[config.mk]
export PLATFORM = sky130hd
export DESIGN_NAME = wb_stream_master_flat
export DESIGN_NICKNAME = d
export VERILOG_FILES = /design/src/rtl/wb_stream_master_if.sv /design/src/rtl/wb_stream_master.sv /design/src/flat_wrapper.sv
export SDC_FILE = /design/constraint.sdc
export NUM_CORES = 1
export LEC_CHECK = 0
export ABC_AREA = 1
export CORE_MARGIN = 5
export CORE_UTILIZATION = 53
export CTS_CLUSTER_DIAMETER = 40
export DETAILED_ROUTE_END_ITERATION = 6
export PLACE_DENSITY = 0.83
export SKIP_CTS_REPAIR_TIMING = 1
export SYNTH_ARGS = -nofsm -noshare
export SYNTH_HDL_FRONTEND = slang
export SYNTH_SLANG_ARGS = --single-unit
[constraint.sdc]
create_clock -name sys_clk -period 3 [get_ports sys_clk]
set_input_delay 0.6 -clock sys_clk [delete_from_list [all_inputs] [get_ports sys_clk]]
set_output_delay 0.6 -clock sys_clk [all_outputs]
set_load 0.01 [all_outputs]
[src/rtl/wb_stream_master_if.sv]
// Bundle of the command/response byte streams and the Wishbone master port.
// The master modport is the view of wb_stream_master; the slave modport is the
// view of whatever sits on the other side (host link, interconnect, bench).
interface wb_stream_master_if #(
  parameter int ADDR_WIDTH = 32
);
  logic [7:0]            rx_data;
  logic                  rx_valid;
  logic                  rx_ready;
  logic [7:0]            tx_data;
  logic                  tx_valid;
  logic                  tx_ready;
  logic                  wb_cyc;
  logic                  wb_stb;
  logic                  wb_we;
  logic                  wb_tag;
  logic [3:0]            wb_sel;
  logic [ADDR_WIDTH-1:0] wb_adr;
  logic [31:0]           wb_mosi;
  logic [31:0]           wb_miso;
  logic                  wb_ack;
  logic                  wb_err;

  modport master (
    input  rx_data, rx_valid, tx_ready, wb_miso, wb_ack, wb_err,
    output rx_ready, tx_data, tx_valid,
    output wb_cyc, wb_stb, wb_we, wb_tag, wb_sel, wb_adr, wb_mosi
  );

  modport slave (
    output rx_data, rx_valid, tx_ready, wb_miso, wb_ack, wb_err,
    input  rx_ready, tx_data, tx_valid,
    input  wb_cyc, wb_stb, wb_we, wb_tag, wb_sel, wb_adr, wb_mosi
  );
endinterface

[src/rtl/wb_stream_master.sv]
// Byte-stream driven Wishbone master. Parses write (01 A0..A3 D0..D3) and
// read (02 A0..A3) commands, runs one classic bus cycle, and returns a status
// byte (plus four little-endian data bytes for reads).
module wb_stream_master #(
  parameter int ADDR_WIDTH = 32,
  parameter int TIMEOUT    = 1024
) (
  input logic                sys_clk,
  input logic                sys_rst_n,
  wb_stream_master_if.master bus
);

  localparam logic [7:0] OP_WRITE   = 8'h01;
  localparam logic [7:0] OP_READ    = 8'h02;
  localparam logic [7:0] ST_OK      = 8'h00;
  localparam logic [7:0] ST_ERR     = 8'h01;
  localparam logic [7:0] ST_TIMEOUT = 8'h02;
  localparam logic [7:0] ST_BAD_OP  = 8'hFF;

  localparam int            TW       = $clog2(TIMEOUT);
  localparam logic [TW-1:0] TMO_LAST = TW'(TIMEOUT - 1);

  typedef enum logic [2:0] {S_IDLE, S_ADDR, S_DATA, S_BUS, S_RESP} state_t;

  state_t        state;
  logic          is_write;
  logic [2:0]    cnt;        // byte index in ADDR/DATA/RESP
  logic [2:0]    resp_last;  // index of the final response byte
  logic [TW-1:0] tmo_cnt;
  logic [31:0]   adr_q;
  logic [31:0]   mosi_q;
  logic [31:0]   miso_q;
  logic [7:0]    status_q;
  logic [7:0]    tx_data_q;
  logic          tx_valid_q;
  logic          cyc_q;
  logic          we_q;

  // Response byte idx: status first, then read data least significant byte first.
  function automatic logic [7:0] resp_byte(input logic [2:0] idx,
                                           input logic [7:0] status,
                                           input logic [31:0] rdata);
    case (idx)
      3'd0:    return status;
      3'd1:    return rdata[7:0];
      3'd2:    return rdata[15:8];
      3'd3:    return rdata[23:16];
      default: return rdata[31:24];
    endcase
  endfunction

  // Command parser, bus sequencer and response serializer in one state machine.
  always_ff @(posedge sys_clk or negedge sys_rst_n) begin
    if (!sys_rst_n) begin
      state      <= S_IDLE;
      is_write   <= 1'b0;
      cnt        <= '0;
      resp_last  <= '0;
      tmo_cnt    <= '0;
      adr_q      <= '0;
      mosi_q     <= '0;
      miso_q     <= '0;
      status_q   <= '0;
      tx_data_q  <= '0;
      tx_valid_q <= 1'b0;
      cyc_q      <= 1'b0;
      we_q       <= 1'b0;
    end else begin
      // NOTE: non-blocking assignments here so every register samples the
      // pre-edge values of the others, regardless of statement order.
      case (state)
        S_IDLE: begin
          if (bus.rx_valid) begin
            cnt <= '0;
            if (bus.rx_data == OP_WRITE || bus.rx_data == OP_READ) begin
              is_write  <= (bus.rx_data == OP_WRITE);
              resp_last <= (bus.rx_data == OP_READ) ? 3'd4 : 3'd0;
              state     <= S_ADDR;
            end else begin
              status_q  <= ST_BAD_OP;
              resp_last <= 3'd0;
              state     <= S_RESP;
            end
          end
        end

        S_ADDR: begin
          if (bus.rx_valid) begin
            adr_q[8*cnt[1:0] +: 8] <= bus.rx_data;
            cnt <= cnt + 3'd1;
            if (cnt == 3'd3) begin
              cnt <= '0;
              if (is_write) begin
                state <= S_DATA;
              end else begin
                state   <= S_BUS;
                cyc_q   <= 1'b1;
                we_q    <= 1'b0;
                tmo_cnt <= '0;
              end
            end
          end
        end

        S_DATA: begin
          if (bus.rx_valid) begin
            mosi_q[8*cnt[1:0] +: 8] <= bus.rx_data;
            cnt <= cnt + 3'd1;
            if (cnt == 3'd3) begin
              cnt     <= '0;
              state   <= S_BUS;
              cyc_q   <= 1'b1;
              we_q    <= 1'b1;
              tmo_cnt <= '0;
            end
          end
        end

        S_BUS: begin
          // Slave termination beats the timeout; err beats ack.
          if (bus.wb_err || bus.wb_ack || tmo_cnt == TMO_LAST) begin
            cyc_q <= 1'b0;
            we_q  <= 1'b0;
            cnt   <= '0;
            state <= S_RESP;
            if (bus.wb_err) begin
              status_q <= ST_ERR;
              miso_q   <= '0;
            end else if (bus.wb_ack) begin
              status_q <= ST_OK;
              if (!is_write) miso_q <= bus.wb_miso;
            end else begin
              status_q <= ST_TIMEOUT;
              miso_q   <= '0;
            end
          end else begin
            tmo_cnt <= tmo_cnt + 1'b1;
          end
        end

        S_RESP: begin
          // First RESP cycle only loads the byte; tx_valid rises the cycle after.
          if (!tx_valid_q) begin
            tx_valid_q <= 1'b1;
            tx_data_q  <= resp_byte(cnt, status_q, miso_q);
          end else if (bus.tx_ready) begin
            if (cnt == resp_last) begin
              tx_valid_q <= 1'b0;
              tx_data_q  <= '0;
              cnt        <= '0;
              state      <= S_IDLE;
            end else begin
              cnt       <= cnt + 3'd1;
              tx_data_q <= resp_byte(cnt + 3'd1, status_q, miso_q);
            end
          end
        end

        default: state <= S_IDLE;
      endcase
    end
  end

  // Only rx_ready and wb_sel are state decodes; everything else is a register.
  assign bus.rx_ready = (state == S_IDLE) || (state == S_ADDR) || (state == S_DATA);
  assign bus.wb_sel   = (state == S_BUS) ? 4'hF : 4'h0;
  assign bus.tx_data  = tx_data_q;
  assign bus.tx_valid = tx_valid_q;
  assign bus.wb_cyc   = cyc_q;
  assign bus.wb_stb   = cyc_q;
  assign bus.wb_we    = we_q;
  assign bus.wb_tag   = 1'b0;
  assign bus.wb_adr   = adr_q[ADDR_WIDTH-1:0];
  assign bus.wb_mosi  = mosi_q;

endmodule

[src/flat_wrapper.sv]
// flat-port wrapper written by rule: the top's interface ports become plain ports
module wb_stream_master_flat 
#(
  parameter int ADDR_WIDTH = 32,
  parameter int TIMEOUT    = 1024
)
  (sys_clk, sys_rst_n, bus_rx_data, bus_rx_valid, bus_tx_ready, bus_wb_miso, bus_wb_ack, bus_wb_err, bus_rx_ready, bus_tx_data, bus_tx_valid, bus_wb_cyc, bus_wb_stb, bus_wb_we, bus_wb_tag, bus_wb_sel, bus_wb_adr, bus_wb_mosi);
  wb_stream_master_if #(.ADDR_WIDTH(ADDR_WIDTH)) bus_i ();
  input logic sys_clk;
  input logic sys_rst_n;
  input wire logic [$bits(bus_i.rx_data)-1:0] bus_rx_data;
  input wire logic [$bits(bus_i.rx_valid)-1:0] bus_rx_valid;
  input wire logic [$bits(bus_i.tx_ready)-1:0] bus_tx_ready;
  input wire logic [$bits(bus_i.wb_miso)-1:0] bus_wb_miso;
  input wire logic [$bits(bus_i.wb_ack)-1:0] bus_wb_ack;
  input wire logic [$bits(bus_i.wb_err)-1:0] bus_wb_err;
  output wire logic [$bits(bus_i.rx_ready)-1:0] bus_rx_ready;
  output wire logic [$bits(bus_i.tx_data)-1:0] bus_tx_data;
  output wire logic [$bits(bus_i.tx_valid)-1:0] bus_tx_valid;
  output wire logic [$bits(bus_i.wb_cyc)-1:0] bus_wb_cyc;
  output wire logic [$bits(bus_i.wb_stb)-1:0] bus_wb_stb;
  output wire logic [$bits(bus_i.wb_we)-1:0] bus_wb_we;
  output wire logic [$bits(bus_i.wb_tag)-1:0] bus_wb_tag;
  output wire logic [$bits(bus_i.wb_sel)-1:0] bus_wb_sel;
  output wire logic [$bits(bus_i.wb_adr)-1:0] bus_wb_adr;
  output wire logic [$bits(bus_i.wb_mosi)-1:0] bus_wb_mosi;
  assign bus_i.rx_data = bus_rx_data;
  assign bus_i.rx_valid = bus_rx_valid;
  assign bus_i.tx_ready = bus_tx_ready;
  assign bus_i.wb_miso = bus_wb_miso;
  assign bus_i.wb_ack = bus_wb_ack;
  assign bus_i.wb_err = bus_wb_err;
  assign bus_rx_ready = bus_i.rx_ready;
  assign bus_tx_data = bus_i.tx_data;
  assign bus_tx_valid = bus_i.tx_valid;
  assign bus_wb_cyc = bus_i.wb_cyc;
  assign bus_wb_stb = bus_i.wb_stb;
  assign bus_wb_we = bus_i.wb_we;
  assign bus_wb_tag = bus_i.wb_tag;
  assign bus_wb_sel = bus_i.wb_sel;
  assign bus_wb_adr = bus_i.wb_adr;
  assign bus_wb_mosi = bus_i.wb_mosi;
  wb_stream_master #(.ADDR_WIDTH(ADDR_WIDTH), .TIMEOUT(TIMEOUT)) u_core (.sys_clk(sys_clk), .sys_rst_n(sys_rst_n), .bus(bus_i));
endmodule
==> metrics.md, run 1 <==
| Metric | Value |
|---|---|
| Outcome | `finished clean` |
| Routed via count | `about 6700` |
| Sequential area share after synthesis | `between 40% and 50%` |
| Syn-to-layout area delta | `29.2%` |
| Ant. Diodes | `0` |
| DRC violations left | `0` |
| Setup crit start kind | `register` |
| Routed Wire Length | `around 19 mm` |
| R2r setup slk | `approximately 0.57 ns` |
| Most frequent cells in the layout | `374 x nand2_1, 128 x dfrtp_1, 125 x clkdlybuf4s50_1` |
| Final count of pins violating max slew | `0` |
| Die area | `between 15000 and 20000 um^2` |
| TritonCTS clock tree | `yes` |
| Die Height | `123 um` |
| Syn avg cell area | `roughly 7.3 um^2` |
| Synth Cell Area | `~7000 um^2` |
| Clk pin slew, worst setup/hold paths | `approximately 0.060 ns` |
| Slew @ Worst Pin | `0.594 ns` |
| Worst endpoint required time | `between 2 and 2.5 ns` |
| RSZ-0062 raised after global routing | `no` |
| PwrDens | `747 nW/um^2` |
| Per-cell routed wire length | `about 15 um` |
| Largest delay share family, worst path | `buffers and inverters` |
| Global placement routability congestion | `0.917` |
| DRT iter0 DRCs | `around 750` |
| Synthesis-stage register bit count | `between 100 and 150` |
| Cells on worst reg2reg path | `13` |
| DP HPWL | `13.3 mm` |
| Critical-path maximum fanout | `4` |
| Max Clk Rate | `roughly 380 MHz` |
| Hold Path Class | `in -> async` |
| Mapped Cells | `roughly 930` |
| CP Class | `reg -> out` |
| Fin crit period | `roughly 2.6 ns` |
| Largest net degree at the start of global routing | `55` |
| Vias per std cell | `around 5.4` |
| First-pass GRT wire length | `between 30 and 40 mm` |
| Worst R2R End | `u_core.bus.tx_data[5]` |
| Vias in the first global route | `6256` |
| Grt total ovfl | `0` |
| Layout Utilization | `a little over two thirds` |
| Commonest non-fill, non-tap cell in the layout | `nand2_1` |
| Pre-antenna DRT Iters | `6` |
| # port buffers | `approximately 130` |
| Setup TNS | `0 ns` |
| Layout fillers | `1000` |
| Clock Sink Count | `between 100 and 150` |
| CTS root buffer | `clkbuf_16` |
| Final setup fails | `0` |
| WHS | `about 0.13 ns` |
| Area of the core | `about 13000 um^2` |
| WP buf/inv | `3` |
| Critical Path Source | `u_core.state[1]` |
| Number of routed nets with antenna violations | `0` |
| Depth of the CTS H-tree | `4` |
| Antenna violations before repair | `0` |
| Post-Syn Nets | `slightly below 1000` |
| Initial core utilization | `a little over half` |
| Synth warn | `0` |
| Worst skew pair latency | `between 0.4 and 0.5 ns` |
| CTS Buf Count | `17` |
| Critical path arrival | `~2.0 ns` |
| Max Root-Sink Buffers | `2` |
| Max cap viols | `0` |
| Distinct cells, synth | `32` |
| Fin nets | `roughly 1100` |
| Critical Path Max Stage Delay | `between 0.5 and 0.6 ns` |
| Crit end category | `primary output` |
| Global Route Usage Sum | `about a quarter` |
| Rows | `41` |
| Worst slew margin | `between 60 and 70%` |
| Proportion of layout cells with a drive suffix above 1 | `roughly 7.4%` |
| Pleak | `roughly 4.4 nW` |
| Critical R2R Launch | `u_core.cnt[0]` |
| CP endpoint | `bus_rx_ready` |
| Worst path cell trace | `nor2_1 -> inv_1 -> nor2_1 -> inv_1 -> nand2_1 -> clkdlybuf4s50_1` |
| Final hold violations | `0` |
| Part of the cycle the worst path needs | `between 80% and 90%` |
| Total I/O pin count | `128` |
| Cell at the slowest stage of the critical path | `clkdlybuf4s50_1` |
| VDD IR max | `~390 uV` |
| CP Depth | `6` |
| Die Wd | `around 120 um` |
| Worst Skew | `around 0.0078 ns` |
-- area by class of cell --
class                   instances  area [um^2]  share of cell area, %
inverters                      63          236                   2.68
well taps                     172          215                   2.44
clock inverters                12          143                   1.62
clock buffers                  20          437                   4.95
multi-input cells             707         3200                   36.3
flip-flops and latches        128         3200                   36.3
repair buffers                139         1380                   15.7
-- metal layers --
metal	GRT usage (%)	vias up	part of all wire [%]
li1	-	3223	-
met1	35.3	3083	42
met2	40.3	323	47
met3	5.44	42	8.0
met4	10.4	0	2.6
met5	0	-	0
-- report_power, final --
group | internal (W) | leakage (nW) | switching, W
registers | 0.00199 | 1.61 | 0.000197
logic | 0.000913 | 2.52 | 0.00143
clock network | 0.00129 | 0.279 | 0.000764
total | 0.00420 | 4.42 | 0.00239
-- cell families after synthesis --
family	Yosys count	share of synthesized area, %
flip-flops	128	47.0
adder cells (fa/ha/maj)	8	1.47
XOR/XNOR	2	0.257
other	1	0.0550
AND/OR/NAND/NOR	580	36.4
buffers and inverters	99	6.16
AO/OA/AOI/OAI	116	8.71
-- how the worst min path moves through the flow --
stage	start	end	depth (start not counted)
floorplan	sys_rst_n	u_core.bus.tx_data[0]	0
global placement	u_core.bus.tx_data[7]	u_core.bus.tx_data[7]	2
detailed placement	u_core.bus.tx_data[7]	u_core.bus.tx_data[7]	2
CTS	sys_rst_n	u_core.bus.wb_mosi[20]	1
global route	sys_rst_n	u_core.bus.wb_mosi[20]	1
finish	sys_rst_n	u_core.bus.wb_mosi[20]	1
-- per-stage QoR --
stage | power (W) | instances | setup WS, ns | cell area (um^2)
after floorplan | 0.00356 | 934 | 0.717 | 6820
after global placement | 0.00449 | 1209 | 0.607 | 8230
after detailed placement | 0.00453 | 1209 | 0.567 | 8230
after CTS | 0.00660 | 1241 | 0.352 | 8810
after global routing | 0.00700 | 1241 | 0.255 | 8810
final | 0.00659 | 1241 | 0.375 | 8810
-- flip-flops by register name, summed over array words and instances (netlist names) --
name and count:
u_core.state 3, u_core.bus.wb_cyc 1, u_core.cnt 3, u_core.bus.wb_we 1, u_core.status_q 3, u_core.resp_last 1, u_core.bus.wb_adr 32, u_core.tmo_cnt 10
u_core.miso_q 32, u_core.bus.tx_data 8, u_core.bus.tx_valid 1, u_core.bus.wb_mosi 32, u_core.is_write 1
-- synthesized netlist by cell type, drive strengths merged --
library cell	n	area, um^2
nand2	381	1450
dfrtp	128	3200
o21ai	112	568
nor2	88	404
nand3	69	360
inv	59	221
clkbuf	20	75.1
nor3	19	95.1
nand3b	18	135
buf	16	109
ha	8	100
clkinv	4	15.0
nor3b	3	22.5
a21oi	2	10.0
or2	2	12.5
a22o	1	8.76
conb	1	3.75
o21bai	1	7.51
xnor2	1	8.76
xor2	1	8.76
No activity file was read; power rests on OpenSTA's default activity.
==> run 2, diff against run 1 <==
--- a/config.mk
+++ b/config.mk
@@ -7,10 +7,10 @@
 export LEC_CHECK = 0
 export ABC_AREA = 1
 export CORE_MARGIN = 5
-export CORE_UTILIZATION = 53
+export CORE_UTILIZATION = 35
 export CTS_CLUSTER_DIAMETER = 40
 export DETAILED_ROUTE_END_ITERATION = 6
-export PLACE_DENSITY = 0.83
+export PLACE_DENSITY = 0.59
 export SKIP_CTS_REPAIR_TIMING = 1
 export SYNTH_ARGS = -nofsm -noshare
 export SYNTH_HDL_FRONTEND = slang
==> run 2 against run 1 <==
  * Clock-buffer cell count increased by 1
  * Routed wire length is 5.3% higher
  * Clock power shrank 2%
  * Global-route usage fell by 7.5 points
  * Total power decreased by 0.38%
  * Sequential share of layout area is 0.46 points lower
  * Cell area is 1.3% higher
  * Utilization fell by 24 points
  * Critical endpoint unchanged
  * Highest routed layer unchanged
==> metrics.md, run 2 (synthesis results as in run 1) <==
| Metric | Value |
|---|---|
| VDD IR max | `475 uV (was 391 uV)` |
| Routed Wire Length | `19.7 mm (was 18.7 mm)` |
| Ant. Diodes | `0 (unchanged)` |
| Hold Path Class | `in -> async (unchanged)` |
| Setup crit start kind | `register (unchanged)` |
| Number of routed nets with antenna violations | `0 (unchanged)` |
| Sw power | `0.00242 W (was 0.00239 W)` |
| Die Height | `150 um (was 123 um)` |
| Vias in the first global route | `6156 (was 6256)` |
| DRC violations left | `0 (unchanged)` |
| Layout fillers | `1967 (was 1000)` |
| CTS root buffer | `clkbuf_16 (unchanged)` |
| Critical path arrival | `2.05 ns (was 2.02 ns)` |
| Largest net degree at the start of global routing | `76 (was 55)` |
| Vias per std cell | `4.75 (was 5.38)` |
| Fin nets | `1109 (was 1110)` |
| Worst endpoint required time | `2.40 ns (about the same)` |
| Antenna violations before repair | `0 (unchanged)` |
| CP Class | `reg -> out (unchanged)` |
| Flip-flop and latch area | `3200 um^2 (unchanged)` |
| Die Wd | `150 um (was 123 um)` |
| Worst slew margin | `57.8% (was 60.4%)` |
| Commonest non-fill, non-tap cell in the layout | `nand2_1 (unchanged)` |
| Total I/O pin count | `128 (unchanged)` |
| Clk pwr share | `30.8% (was 31.2%)` |
| DP HPWL | `14.7 mm (was 13.3 mm)` |
| Global placement routability congestion | `0.847 (was 0.917)` |
| Outcome | `finished clean (unchanged)` |
| Global Route Usage Sum | `18.3% (was 25.8%)` |
| Rows | `51 (was 41)` |
| Layout Utilization | `46.2% (was 69.8%)` |
| Critical-path maximum fanout | `4 (unchanged)` |
| Flop pwr share | `33.4% (was 33.3%)` |
| Pre-antenna DRT Iters | `5 (was 6)` |
| Proportion of layout cells with a drive suffix above 1 | `7.58% (was 7.39%)` |
| Most frequent cells in the layout | `374 x nand2_1, 128 x dfrtp_1, 125 x clkdlybuf4s50_1 (unchanged)` |
| CTS Buf Count | `17 (unchanged)` |
| TritonCTS clock tree | `yes (unchanged)` |
| Area of the core | `19300 um^2 (was 12600 um^2)` |
| RSZ-0062 raised after global routing | `no (unchanged)` |
| Max cap viols | `0 (unchanged)` |
| Grt total ovfl | `0 (unchanged)` |
| Clk pin slew, worst setup/hold paths | `0.06 ns (about the same)` |
| Comb pwr share | `35.8% (was 35.5%)` |
| Initial core utilization | `35.3% (was 54.1%)` |
| Max Root-Sink Buffers | `2 (unchanged)` |
| Depth of the CTS H-tree | `4 (unchanged)` |
| Worst Skew | `0.00487 ns (was 0.00785 ns)` |
| Multi-input combinational cell area | `3200 um^2 (unchanged)` |
| Slew @ Worst Pin | `0.632 ns (was 0.594 ns)` |
| Setup TNS | `0 ns (unchanged)` |
| Clock Sink Count | `128 (unchanged)` |
| Pint | `0.00414 W (was 0.00420 W)` |
| Per-cell routed wire length | `14.8 um (was 15.1 um)` |
| DRT iter0 DRCs | `416 (was 753)` |
| Worst skew pair latency | `0.42 ns (was 0.43 ns)` |
| Final hold violations | `0 (unchanged)` |
| PwrDens | `735 nW/um^2 (was 747 nW/um^2)` |
| Part of the cycle the worst path needs | `88.4% (was 87.5%)` |
| Crit end category | `primary output (unchanged)` |
| Pleak | `4.40 nW (was 4.42 nW)` |
| Die area | `22400 um^2 (was 15200 um^2)` |
| First-pass GRT wire length | `32.5 mm (was 30.8 mm)` |
| Syn-to-layout area delta | `30.9% (was 29.2%)` |
| Max Clk Rate | `377 MHz (was 381 MHz)` |
| Routed via count | `6329 (was 6671)` |
| Switching share of power | `36.9% (was 36.2%)` |
| Fin crit period | `2.65 ns (was 2.62 ns)` |
| Final count of pins violating max slew | `0 (unchanged)` |
| Final setup fails | `0 (unchanged)` |
| # port buffers | `126 (unchanged)` |
[run 2: layout make-up]
class	instances	area share [%]
well taps	265	3.71
flip-flops and latches	128	35.9
multi-input cells	707	35.8
repair buffers	138	15.4
inverters	63	2.65
clock inverters	11	1.16
clock buffers	21	5.38
[run 2: final timing paths]
check	startpoint	endpoint	slack (ns)	cells after the start
setup / recovery	u_core.state[1]	bus_rx_ready	0.35	6
hold / removal	sys_rst_n	u_core.bus.wb_mosi[20]	0.17	1
setup reg to reg	u_core.cnt[0]	u_core.bus.tx_data[0]	0.42	11
hold reg to reg	u_core.bus.tx_data[5]	u_core.bus.tx_data[5]	0.48	2
max in group asynchronous	sys_rst_n	u_core.miso_q[4]	2.03	2
min in group sys_clk	u_core.bus.tx_data[5]	u_core.bus.tx_data[5]	0.48	2
[run 2: power groups by stage]
stage | clock [W] | sequential (W) | combinational (W)
final | 0.00202 | 0.00219 | 0.00235
after global routing | 0.00215 | 0.00223 | 0.00264
after CTS | 0.00207 | 0.00220 | 0.00237
after detailed placement | 0 | 0.00223 | 0.00236
after global placement | 0 | 0.00222 | 0.00235
after floorplan | 0 | 0.00226 | 0.00130
[run 2: metal layers]
layer  vias to the layer above  part of all wire [%]  GRT usage (%)
met3                        25                   5.8           3.42
li1                       3215                     -              -
met5                         -                     0              0
met1                      2899                    48           26.4
met4                         0                   1.6           6.77
met2                       190                    44           27.4
[run 2: critical path, cell delays in order (launching register included)]
cell,delay [ns]
dfrtp_1,0.42
nor2_1,0.19
inv_1,0.11
nor2_1,0.20
inv_1,0.08
nand2_1,0.08
clkdlybuf4s50_1,0.55
[run 2: stage by stage]
stage          total power, W  setup WS (ns)  std cells  instance area, um^2  hold WS, ns
2_1_floorplan         0.00356          0.717        934                 6820        0.304
3_3_place_gp          0.00457          0.511       1301                 8340        0.466
3_5_place_dp          0.00459          0.484       1301                 8340        0.466
4_1_cts               0.00664          0.324       1333                 8930        0.172
5_1_grt               0.00703          0.133       1333                 8930        0.204
6_report              0.00656          0.348       1333                 8930        0.168
